--- src/rtl/jtag_dr_receiver_if.sv ---
// jtag_dr_receiver_if
//   Hand-off port between the JTAG user-DR receiver and the SoC debug
//   register consumer. One word plus its attributes, valid/ready qualified.
//   dr_data   last completed DR word
//   dr_sel    0 = ER1, 1 = ER2
//   dr_bits   number of bits shifted for dr_data (saturates at 63)
//   dr_valid  word/attributes valid
//   dr_ready  consumer accepts the word when dr_valid & dr_ready
//   master = receiver side, slave = consumer side.
interface jtag_dr_receiver_if #(
  parameter int unsigned DR_WIDTH = 32
);
  logic [DR_WIDTH-1:0] dr_data;
  logic                dr_sel;
  logic [5:0]          dr_bits;
  logic                dr_valid;
  logic                dr_ready;

  modport master (
    output dr_data,
    output dr_sel,
    output dr_bits,
    output dr_valid,
    input  dr_ready
  );

  modport slave (
    input  dr_data,
    input  dr_sel,
    input  dr_bits,
    input  dr_valid,
    output dr_ready
  );
endinterface

--- src/rtl/jtag_dr_receiver.sv ---
// jtag_dr_receiver
//   Receives user-DR scans (ER1/ER2) from the ECP5 JTAGG primitive by
//   oversampling JTCK and its companion signals in the clk domain, shifts a
//   DR_WIDTH register LSB-first and, on JUPDATE, hands the finished word to
//   the debug register port through a one-entry valid/ready holding register.
// Ports
//   clk, rst        system clock (>= 4x JTCK), synchronous active-high reset
//   jtck..jce2      raw JTAGG outputs, asynchronous to clk
//   dr              hand-off port (jtag_dr_receiver_if.master)
//   overrun         sticky: an unaccepted word was overwritten
//   overrun_clr     clears overrun (a simultaneous new overrun wins)
// Optional feature (macro JTAG_DR_TDO_EN)
//   dr_capture      word loaded into the readback register on selection
//   jtdo1, jtdo2    readback data toward JTAGG for ER1 / ER2
module jtag_dr_receiver #(
  parameter int unsigned DR_WIDTH    = 32,
  parameter int unsigned SYNC_STAGES = 2
) (
  input  logic                clk,
  input  logic                rst,
  input  logic                jtck,
  input  logic                jtdi,
  input  logic                jshift,
  input  logic                jupdate,
  input  logic                jrstn,
  input  logic                jce1,
  input  logic                jce2,
  jtag_dr_receiver_if.master  dr,
  output logic                overrun,
  input  logic                overrun_clr
`ifdef JTAG_DR_TDO_EN
  ,
  input  logic [DR_WIDTH-1:0] dr_capture,
  output logic                jtdo1,
  output logic                jtdo2
`endif
);

  typedef enum logic [1:0] {
    IDLE  = 2'd0,
    SEL   = 2'd1,
    SHIFT = 2'd2,
    DONE  = 2'd3
  } state_t;

  // One independent flop chain per JTAGG input, packed side by side.
  localparam int unsigned NSIG = 7;

  logic [NSIG-1:0]                  in_vec;
  logic [SYNC_STAGES-1:0][NSIG-1:0] sync;
  logic [NSIG-1:0]                  sync_out;

  logic tck_s, tdi_s, shift_s, update_s, rstn_s, ce1_s, ce2_s;
  logic tck_p;
  logic ev;

  state_t              state;
  logic [DR_WIDTH-1:0] sr;
  logic [5:0]          cnt;
  logic                shift_q;
  logic                sel;
  logic                done_first;
`ifdef JTAG_DR_TDO_EN
  logic [DR_WIDTH-1:0] tx;
`endif

  assign in_vec   = {jrstn, jce2, jce1, jupdate, jshift, jtdi, jtck};
  assign sync_out = sync[SYNC_STAGES-1];
  assign {rstn_s, ce2_s, ce1_s, update_s, shift_s, tdi_s, tck_s} = sync_out;

  assign ev = tck_s & ~tck_p;

  always_ff @(posedge clk) begin
    if (rst) begin
      sync <= '0;
    end else begin
      sync <= {sync[SYNC_STAGES-2:0], in_vec};
    end
  end

  always_ff @(posedge clk) begin
    if (rst) begin
      tck_p       <= 1'b0;
      state       <= IDLE;
      sr          <= '0;
      cnt         <= '0;
      shift_q     <= 1'b0;
      sel         <= 1'b0;
      done_first  <= 1'b0;
      dr.dr_data  <= '0;
      dr.dr_sel   <= 1'b0;
      dr.dr_bits  <= '0;
      dr.dr_valid <= 1'b0;
      overrun     <= 1'b0;
`ifdef JTAG_DR_TDO_EN
      tx          <= '0;
`endif
    end else begin
      tck_p      <= tck_s;
      done_first <= 1'b0;

      if (!rstn_s) begin
        state   <= IDLE;
        sr      <= '0;
        cnt     <= '0;
        shift_q <= 1'b0;
      end else if (ev) begin
        shift_q <= shift_s;
        // shift_q still holds JSHIFT from the previous rising edge here.
        if (shift_q) begin
          sr  <= {tdi_s, sr[DR_WIDTH-1:1]};
          cnt <= (cnt == 6'd63) ? cnt : cnt + 6'd1;
`ifdef JTAG_DR_TDO_EN
          tx  <= {1'b0, tx[DR_WIDTH-1:1]};
`endif
        end
        unique case (state)
          IDLE: begin
            if (ce1_s | ce2_s) begin
              state <= SEL;
              sel   <= ce2_s;
              cnt   <= '0;
`ifdef JTAG_DR_TDO_EN
              tx    <= dr_capture;
`endif
            end
          end
          SEL: begin
            if (ce1_s | ce2_s) sel <= ce2_s;
            if (shift_q) state <= SHIFT;
          end
          SHIFT: begin
            if (update_s) begin
              state      <= DONE;
              done_first <= 1'b1;
            end
          end
          DONE: state <= IDLE;
          default: state <= IDLE;
        endcase
      end

      // Hand-off lands one clk after DONE is entered; a same-clk acceptance
      // is absorbed by the reload, so dr_valid stays high.
      if (done_first) begin
        dr.dr_data  <= sr;
        dr.dr_sel   <= sel;
        dr.dr_bits  <= cnt;
        dr.dr_valid <= 1'b1;
        if (dr.dr_valid && !dr.dr_ready) begin
          overrun <= 1'b1;
        end else if (overrun_clr) begin
          overrun <= 1'b0;
        end
      end else begin
        if (dr.dr_valid && dr.dr_ready) dr.dr_valid <= 1'b0;
        if (overrun_clr) overrun <= 1'b0;
      end
    end
  end

`ifdef JTAG_DR_TDO_EN
  assign jtdo1 = tx[0] & ~sel;
  assign jtdo2 = tx[0] & sel;
`endif

endmodule

--- src/flat_wrapper.sv ---
// flat-port wrapper written by rule: the top's interface ports become plain ports
module jtag_dr_receiver_flat 
#(
  parameter int unsigned DR_WIDTH    = 32,
  parameter int unsigned SYNC_STAGES = 2
)
  (clk, rst, jtck, jtdi, jshift, jupdate, jrstn, jce1, jce2, overrun, overrun_clr, dr_dr_data, dr_dr_sel, dr_dr_bits, dr_dr_valid, dr_dr_ready);
  jtag_dr_receiver_if #(.DR_WIDTH(DR_WIDTH)) dr_i ();
  input  logic clk;
  input  logic rst;
  input  logic jtck;
  input  logic jtdi;
  input  logic jshift;
  input  logic jupdate;
  input  logic jrstn;
  input  logic jce1;
  input  logic jce2;
  output logic overrun;
  input  logic overrun_clr;
  output wire logic [$bits(dr_i.dr_data)-1:0] dr_dr_data;
  output wire logic [$bits(dr_i.dr_sel)-1:0] dr_dr_sel;
  output wire logic [$bits(dr_i.dr_bits)-1:0] dr_dr_bits;
  output wire logic [$bits(dr_i.dr_valid)-1:0] dr_dr_valid;
  input wire logic [$bits(dr_i.dr_ready)-1:0] dr_dr_ready;
  assign dr_dr_data = dr_i.dr_data;
  assign dr_dr_sel = dr_i.dr_sel;
  assign dr_dr_bits = dr_i.dr_bits;
  assign dr_dr_valid = dr_i.dr_valid;
  assign dr_i.dr_ready = dr_dr_ready;
  jtag_dr_receiver #(.DR_WIDTH(DR_WIDTH), .SYNC_STAGES(SYNC_STAGES)) u_core (.clk(clk), .rst(rst), .jtck(jtck), .jtdi(jtdi), .jshift(jshift), .jupdate(jupdate), .jrstn(jrstn), .jce1(jce1), .jce2(jce2), .dr(dr_i), .overrun(overrun), .overrun_clr(overrun_clr));
endmodule
--- config.mk ---
export PLATFORM = sky130hd
export DESIGN_NAME = jtag_dr_receiver_flat
export DESIGN_NICKNAME = d
export VERILOG_FILES = /design/src/rtl/jtag_dr_receiver_if.sv /design/src/rtl/jtag_dr_receiver.sv /design/src/flat_wrapper.sv
export SDC_FILE = /design/constraint.sdc
export NUM_CORES = 1
export LEC_CHECK = 0
export ABC_AREA = 1
export CAP_MARGIN = 10
export CELL_PAD_IN_SITES_DETAIL_PLACEMENT = 1
export CELL_PAD_IN_SITES_GLOBAL_PLACEMENT = 1
export CORE_ASPECT_RATIO = 2
export CORE_MARGIN = 2
export CORE_UTILIZATION = 42
export CTS_CLUSTER_SIZE = 10
export DETAILED_ROUTE_END_ITERATION = 8
export GPL_ROUTABILITY_DRIVEN = 0
export PLACE_DENSITY_LB_ADDON = 0.1
export RECOVER_POWER = 25
export SLEW_MARGIN = 15
export SYNTH_ARGS = -nofsm -noshare
export SYNTH_HDL_FRONTEND = slang
export SYNTH_SLANG_ARGS = --single-unit
--- constraint.sdc ---
create_clock -name clk -period 3.1 [get_ports clk]
set_input_delay 0.93 -clock clk [delete_from_list [all_inputs] [get_ports clk]]
set_output_delay 0.93 -clock clk [all_outputs]
set_load 0.01 [all_outputs]
==> flow_summary.ini, run 1 <==
[run_status]
outcome = complete, no violations

[pwr]
p_per_area_mw_per_mm2 = 552
p_leak_nw = 1.81
p_total_mw = 2.40
ir_worst_vdd_uv = 370

[floorplan]
die-area_mm2 = 0.00932
core-area_mm2 = 0.00829
row_count = 47
initial_core_util_pct = 43.1
ios = 52
die_w_um = 69.3
fp.dieH_um = 135

[placement]
hpwl_um = 5800
place_area_mm2 = 0.00409
io_buffers = 51
dp_slack_ps = 703
dp_cells = 571

[drt]
ant_nets = 0
vias = 2952
viasPerCell = 5.05
wirelength_um = 8380
wire_per_inst_um = 14.3
drc = 0
drt-pass1-iter-count = 4
drtIter0Drc = 139

[global_routing]
grt_usage_pct = 19.3
grt_pass1_wl_um = 14300
grt_pass1_vias = 3090
antenna_found_initial = 0
grt_start_max_net_pins = 55
overflow = 0

[timing]
rsz0062_at_grt = no
fin_ws_ps = 728
hold_slack_ps = 406
tightest_slew_ps = 711
hold_viol = 0
fmax_mhz = 422
setup_tns_ps = 0
min_period_over_period_pct = 76.5
setup_viol = 0
finClkSkew_ps = 7.19
relSlewSlack_pct = 52.3
finalCriticalPeriod_ps = 2370
drv_slew = 0

[final_layout]
fillers = 1034
insertedDiodeCount = 0
nets = 499
area_growth_syn_to_layout_pct = 21.8
utilization_pct = 52.5
drive_above_1_share_pct = 5.13
layout.cells.non_filler = 585
final_cell_area_mm2 = 0.00436

[logic_synthesis]
synthCells = 442
netlist_area_mm2 = 0.00358
ys_ff_latch = 99
yosysSeqAreaShare_pct = 55.4
synth_area_leader_cell = dfxtp_1
synth-warning-count = 0
yosys-top-cells-area = dfxtp_1 55%, nor2_1 11%, o21ai_0 10%, a21oi_1 5.9%, inv_1 4.2%
synth_nets = 457
avgSynthCellArea_um2 = 8.09
synth.top_cell.area_share_pct = 55.4
synth_cell_type_count = 28

[worst_setup_path]
worstPathMaxFanout = 28
path_class = in2reg
max_stage_delay_ps = 580
worstReg2RegStart = u_core.shift_q
critPathLaunchType = primary input
critPathSlowestCell = dlygate4sd3_1
cp_cell_sequence = dlygate4sd3_1 -> clkinvlp_2 -> nand2_1 -> inv_2 -> o21ai_0 -> a21oi_1
cp-end-kind = flop
crit_required_ps = 3360
cp.arrival_ps = 2640
startpoint = rst

[job]
maxCapViolations = 0

[clocking]
path_clk_slew_ps = 70
cts_buffers = 9
cts_hold_buf = 0
clock_latency_ps = 340
cts_num_sinks = 99
cts-htree-levels = 3
cts_resized = 0
post_cts_buffers = 0
clock_path_buffers = 2
cts_tree = built
root_buffer = clkbuf_16

[worst_hold_path]
hp-start = u_core.sync[3]
min_path_type = reg2reg
final timing paths:
check | cells after the start | slack, ps | endpoint
setup / recovery | 6 | 730 | u_core.sr[3]
hold / removal | 2 | 410 | u_core.sync_out[3]
setup reg to reg | 5 | 1350 | u_core.sr[3]
hold reg to reg | 2 | 410 | u_core.sync_out[3]
worst max-delay path, delay by kind of cell:
family	cells	cell delay [ps]
buffers and inverters	3	1100
AOI/OAI and AO/OA	2	330
and+or+nand+nor	1	280
power breakdown:
group / total, mW / internal (mW) / switching (mW) / leakage (nW)
clock: 1.07 / 0.615 / 0.458 / 0.137
combinational: 0.0482 / 0.0193 / 0.0289 / 0.877
sequential: 1.28 / 1.28 / 0.00308 / 0.800
cell type report:
cell class | instances | area [um2] | share of cell area [%]
clock inverters | 5 | 56.3 | 1.29
repair buffers | 54 | 527 | 12.1
clock buffers | 9 | 225 | 5.17
well taps | 98 | 123 | 2.82
multi-input cells | 274 | 1270 | 29.1
inverters | 46 | 174 | 3.99
flip-flops and latches | 99 | 1980 | 45.5
state kept, by name, summed over array words and instances, names as in the netlist:
register	count
u_core.shift_q	1
u_core.cnt	6
u_core.sr	32
u_core.dr.dr_data	32
u_core.state	2
u_core.done_first	1
u_core.sync	7
u_core.dr.dr_valid	1
u_core.sync_out	7
u_core.dr.dr_bits	6
u_core.sel	1
u_core.dr.dr_sel	1
u_core.tck_p	1
u_core.overrun	1
logic make-up (layout without fill, tap and decap cells):
logic type / count (synthesis) / count (layout) / share of synthesized area, %
and+or+nand+nor: 152 / 152 / 17.3
AOI/OAI and AO/OA: 117 / 117 / 16.7
DFF: 99 / 99 / 55.4
buffers and inverters: 69 / 114 / 8.92
adders and majority gates: 4 / 4 / 1.40
xor gates and xnor gates: 1 / 1 / 0.245
cells in the final DEF, fill, tap and decap left out, drive strengths merged:
master	count
nor2	105
bufinv	1
a31oi	1
nand2	37
ha	4
a21oi	42
inv	44
buf	1
dfxtp	99
clkinvlp	2
o21ai	72
nand3	8
nand4	1
clkdlybuf4s50	50
nor3	1
xor2	1
a211oi	2
clkbuf	11
dlygate4sd3	1
clkinv	4
cells in the mapped netlist, drive strengths merged:
| cell | instances |
|---|---|
| o21ai | 72 |
| a211oi | 2 |
| buf | 15 |
| inv | 44 |
| nor2 | 105 |
| nand2 | 37 |
| a31oi | 1 |
| ha | 4 |
| clkinv | 2 |
| a21oi | 42 |
| nor3 | 1 |
| xor2 | 1 |
| clkbuf | 8 |
| nand3 | 8 |
| dfxtp | 99 |
| nand4 | 1 |
metal layers:
layer	wire length, um	vias up	GRT usage, %
met1	3180	1412	19.8
met2	4830	36	37.4
met4	209	0	9.80
li1	-	1493	-
met3	161	11	2.46
met5	0	-	0
(Power assumes the default switching activity.)
==> run 2, diff against run 1 <==
--- a/config.mk
+++ b/config.mk
@@ -11,7 +11,7 @@
 export CELL_PAD_IN_SITES_GLOBAL_PLACEMENT = 1
 export CORE_ASPECT_RATIO = 2
 export CORE_MARGIN = 2
-export CORE_UTILIZATION = 42
+export CORE_UTILIZATION = 39
 export CTS_CLUSTER_SIZE = 10
 export DETAILED_ROUTE_END_ITERATION = 8
 export GPL_ROUTABILITY_DRIVEN = 0
==> constraint.sdc (replaced) <==
create_clock -name clk -period 2.35 [get_ports clk]
set_input_delay 0.705 -clock clk [delete_from_list [all_inputs] [get_ports clk]]
set_output_delay 0.705 -clock clk [all_outputs]
set_load 0.01 [all_outputs]
==> run 2 against run 1 <==
Against the previous run: sequential power grew 32%; total power grew 32%; sequential share of layout area shrank 0.25 points; critical path depth shrank 5; worst hold slack gained 4.5 ps; clock skew shrank 1.8 ps; wire length grew 1.7%; highest routed layer unchanged.
==> flow_summary.ini, run 2 (synthesized netlist as in run 1, its figures left out) <==
[pwr]
ir_worst_vdd_uv = 447
p_sw_mw = 0.629
p_clk_share_pct = 44.8
pwr-share-comb_pct = 2.0
sw_frac_of_total_pct = 19.8
p_leak_nw = 1.83
power_frac_seq_pct = 53.2
p_per_area_mw_per_mm2 = 727
p_int_mw = 2.55

[drt]
wire_per_inst_um = 14.4
drc = 0
vias = 2960
wirelength_um = 8520
drtIter0Drc = 158
ant_nets = 0
drt-pass1-iter-count = 4
viasPerCell = 5.01

[floorplan]
core-area_mm2 = 0.00895
row_count = 49
die_w_um = 71.7
die-area_mm2 = 0.0100
ios = 52
fp.dieH_um = 139
initial_core_util_pct = 40.0

[global_routing]
grt_pass1_vias = 3050
overflow = 0
grt_usage_pct = 18.5
antenna_found_initial = 0
grt_pass1_wl_um = 14600
grt_start_max_net_pins = 55

[worst_setup_path]
path_class = reg2out
critical-path-top-delay-family = buffers and inverters
crit_buf_inv = 1
critPathLaunchType = flop
cp_cell_sequence = clkdlybuf4s50_1
startpoint = u_core.dr.dr_data[25]
critPathSlowestCell = clkdlybuf4s50_1
worstReg2RegStart = u_core.shift_q
cp.arrival_ps = 1270
cp-end-kind = output port
crit_required_ps = 1640
worstPathMaxFanout = 2
max_stage_delay_ps = 560

[timing]
rsz0062_at_grt = no
relSlewSlack_pct = 49.5
finClkSkew_ps = 5.35
hold_slack_ps = 410
setup_viol = 0
finalCriticalPeriod_ps = 1980
min_period_over_period_pct = 84.1
drv_slew = 0
fin_ws_ps = 374
hold_viol = 0
fmax_mhz = 506
tightest_slew_ps = 753
setup_tns_ps = 0

[clocking]
clock_latency_ps = 340
cts_resized = 0
path_clk_slew_ps = 60
cts_buffers = 9
cts-htree-levels = 3
cts_tree = built
root_buffer = clkbuf_16
clock_path_buffers = 2
cts_num_sinks = 99
post_cts_buffers = 0
cts_hold_buf = 0

[placement]
io_buffers = 51
dp_slack_ps = 273
hpwl_um = 6050

[final_layout]
largestRegisters = u_core.dr.dr_data (32), u_core.sr (32)
most-common-layout-cells = 103 x nor2_1, 99 x dfxtp_1, 72 x o21ai_0
nets = 501
fillers = 1092
area_growth_syn_to_layout_pct = 22.4
final_common_cell = nor2_1
utilization_pct = 48.9
drive_above_1_share_pct = 5.32
insertedDiodeCount = 0

[job]
maxCapViolations = 0

[worst_hold_path]
min_path_type = reg2reg
hp-start = u_core.sync[3]

[run_status]
outcome = complete, no violations
run 2: cell types whose count changed in the layout (fill, tap and decap cells not counted), sizes merged:
cell and change:
clkinvlp -1, clkinv -1, buf +3, clkbuf +1
run 2: metal layers:
metal  track usage, %  share of wire [%]  vias to the layer above
met3             3.62                2.4                       11
met4             7.45                1.7                        0
met5                0                  0                        -
li1                 -                  -                     1498
met2             34.7                 58                       38
met1             19.4                 38                     1413
run 2: through the flow:
| step | power [mW] | cell area, um2 | std cells |
|---|---|---|---|
| 2_1_floorplan | 1.77 | 3580 | 442 |
| 3_3_place_gp | 1.80 | 4110 | 577 |
| 3_5_place_dp | 1.80 | 4110 | 577 |
| 4_1_cts | 3.24 | 4390 | 591 |
| 5_1_grt | 3.31 | 4380 | 591 |
| 6_report | 3.18 | 4380 | 591 |
run 2: power by group through the flow:
stage / clock (mW) / combinational, mW / sequential [mW]
floorplan: 0 / 0.0389 / 1.73
global placement: 0 / 0.0650 / 1.73
detailed placement: 0 / 0.0678 / 1.73
CTS: 1.47 / 0.0678 / 1.69
global route: 1.54 / 0.0743 / 1.69
finish: 1.43 / 0.0647 / 1.69
run 2: worst paths after layout:
kind                        end  slack (ps)  cells past startpoint
max              dr_dr_data[25]         370                      1
min          u_core.sync_out[3]         410                      2
max reg2reg        u_core.sr[3]         790                      5
min reg2reg  u_core.sync_out[3]         410                      2
run 2: cell type report:
type | count | area, um2 | share of cell area, %
Clock inverter | 3 | 40.0 | 0.914
Clock buffer | 11 | 243 | 5.54
Inverter | 46 | 174 | 3.97
Tap cell | 102 | 128 | 2.91
Sequential cell | 99 | 1980 | 45.3
Multi-Input combinational cell | 274 | 1270 | 29.0
Timing Repair Buffer | 56 | 544 | 12.4
==> run 3, diff against run 2 <==
--- a/config.mk
+++ b/config.mk
@@ -11,7 +11,7 @@
 export CELL_PAD_IN_SITES_GLOBAL_PLACEMENT = 1
 export CORE_ASPECT_RATIO = 2
 export CORE_MARGIN = 2
-export CORE_UTILIZATION = 39
+export CORE_UTILIZATION = 36
 export CTS_CLUSTER_SIZE = 10
 export DETAILED_ROUTE_END_ITERATION = 8
 export GPL_ROUTABILITY_DRIVEN = 0
==> constraint.sdc (replaced) <==
create_clock -name clk -period 1.6 [get_ports clk]
set_input_delay 0.48 -clock clk [delete_from_list [all_inputs] [get_ports clk]]
set_output_delay 0.48 -clock clk [all_outputs]
set_load 0.01 [all_outputs]
==> run 3 against run 2 <==
Against the previous run: global-route usage decreased by 1.6 points; core utilization decreased by 2.9 points; via count grew 0.30%; die area is 8.0% higher; worst setup slack got worse by 250 ps; non-clock buffer count is 9 higher; clock power rose by 50%; first-iteration DRC count fell by 5.7%.
==> flow_summary.ini, run 3 (synthesized netlist as in run 1, its figures left out) <==
[global_routing]
grt_start_max_net_pins = 42
grt_pass1_wl_um = 14300
overflow = 0
grt_usage_pct = 16.9
antenna_found_initial = 0
grt_pass1_vias = 3049

[clocking]
path_clk_slew_ps = 70
cts_hold_buf = 0
cts_buffers = 9
cts_num_sinks = 99
cts-htree-levels = 3
cts_tree = built
clock_latency_ps = 340
clock_path_buffers = 2
root_buffer = clkbuf_16

[timing]
setup_tns_ps = 0
hold_viol = 0
setup_viol = 0
finClkSkew_ps = 5.05
tightest_slew_ps = 433
fmax_mhz = 678
relSlewSlack_pct = 71.1
drv_slew = 0
hold_slack_ps = 404
finalCriticalPeriod_ps = 1480
min_period_over_period_pct = 92.2
rsz0062_at_grt = no
fin_ws_ps = 125

[worst_setup_path]
path_class = in2reg
critPathLaunchType = primary input
crit_required_ps = 1810
worstPathMaxFanout = 28
reg2reg_slack_ps = 220
cp-end-kind = flop
cp.arrival_ps = 1690

[floorplan]
core-area_mm2 = 0.00970
ios = 52
fp.dieH_um = 145
die_w_um = 74.5
die-area_mm2 = 0.0108
row_count = 51
initial_core_util_pct = 36.9

[final_layout]
seqCellArea_mm2 = 0.00198
insertedDiodeCount = 0
nets = 510
area_growth_syn_to_layout_pct = 24.7
most-common-layout-cells = 103 x nor2_1, 99 x dfxtp_1, 72 x o21ai_0
fillers = 1210
largestRegisters = u_core.dr.dr_data (32), u_core.sr (32)
multi_input_area_mm2 = 0.00127
final_common_cell = nor2_1
drive_above_1_share_pct = 7.60
utilization_pct = 46.0

[pwr]
p_total_mw = 4.73
ir_worst_vdd_uv = 791
p_per_area_mw_per_mm2 = 1060
p_leak_nw = 2.07

[drt]
ant_nets = 0
wl_met1_um = 3200
drc = 0
wire_per_inst_um = 13.4
wl_met2_um = 4890
wl_met3_um = 196
viasPerCell = 4.70
wirelength_um = 8470
drt-pass1-iter-count = 4
top_layer_used = met4
drtIter0Drc = 149
vias = 2969

[worst_hold_path]
min_path_type = reg2reg

[run_status]
outcome = complete, no violations

[placement]
io_buffers = 51
dp_slack_ps = -141
hpwl_um = 6140

[job]
maxCapViolations = 0
-- run 3: cell count changes in the layout (fill, tap and decap cells not counted), sizes merged --
cell,delta
dlygate4sd2,+41
buf,+8
clkinvlp,+3
clkdlybuf4s50,-40
dlygate4sd3,-1
-- run 3: what timing repair did --
action | in CTS | in global routing
setup buffers | 0 | 0
gates resized for setup | 41 | 0
endpoints found under the setup margin | 41 | 0
-- run 3: worst paths after layout --
| path | start | to | cells after the start |
|---|---|---|---|
| max | rst | u_core.sr[3] | 7 |
| max reg2reg | u_core.shift_q | u_core.sr[3] | 5 |
| min reg2reg | u_core.sync[2] | u_core.sync_out[2] | 2 |
| min | u_core.sync[2] | u_core.sync_out[2] | 2 |
-- run 3: metal layers --
| layer | vias to the layer above | track usage (%) |
|---|---|---|
| li1 | 1508 | - |
| met1 | 1413 | 17.5 |
| met2 | 35 | 31.3 |
| met3 | 13 | 4.17 |
| met4 | 0 | 6.07 |
| met5 | - | 0 |
-- run 3: final cells by class --
type                    instances  share of cell area, %
multi-input cells             274                   28.5
repair buffers                 65                   12.9
clock buffers                  10                   5.13
inverters                      46                   3.90
clock inverters                 6                   1.49
flip-flops and latches         99                   44.4
well taps                     132                   3.70
-- run 3: stage by stage --
step	area, um2	std cells
floorplan	3580	442
global placement	4240	616
detailed placement	4240	616
CTS	4480	632
global route	4460	632
finish	4460	632
-- run 3: worst max-delay path, stage by stage --
cell	delay, ps
clkdlybuf4s50_1	500
clkinvlp_2	140
nand2_1	180
inv_2	50
buf_6	160
o21ai_0	90
a21oi_1	70
-- run 3: report_power, final --
part | switching [mW] | internal, mW
Sequential | 0.00556 | 2.48
Combinational | 0.0572 | 0.0442
Clock | 0.930 | 1.21
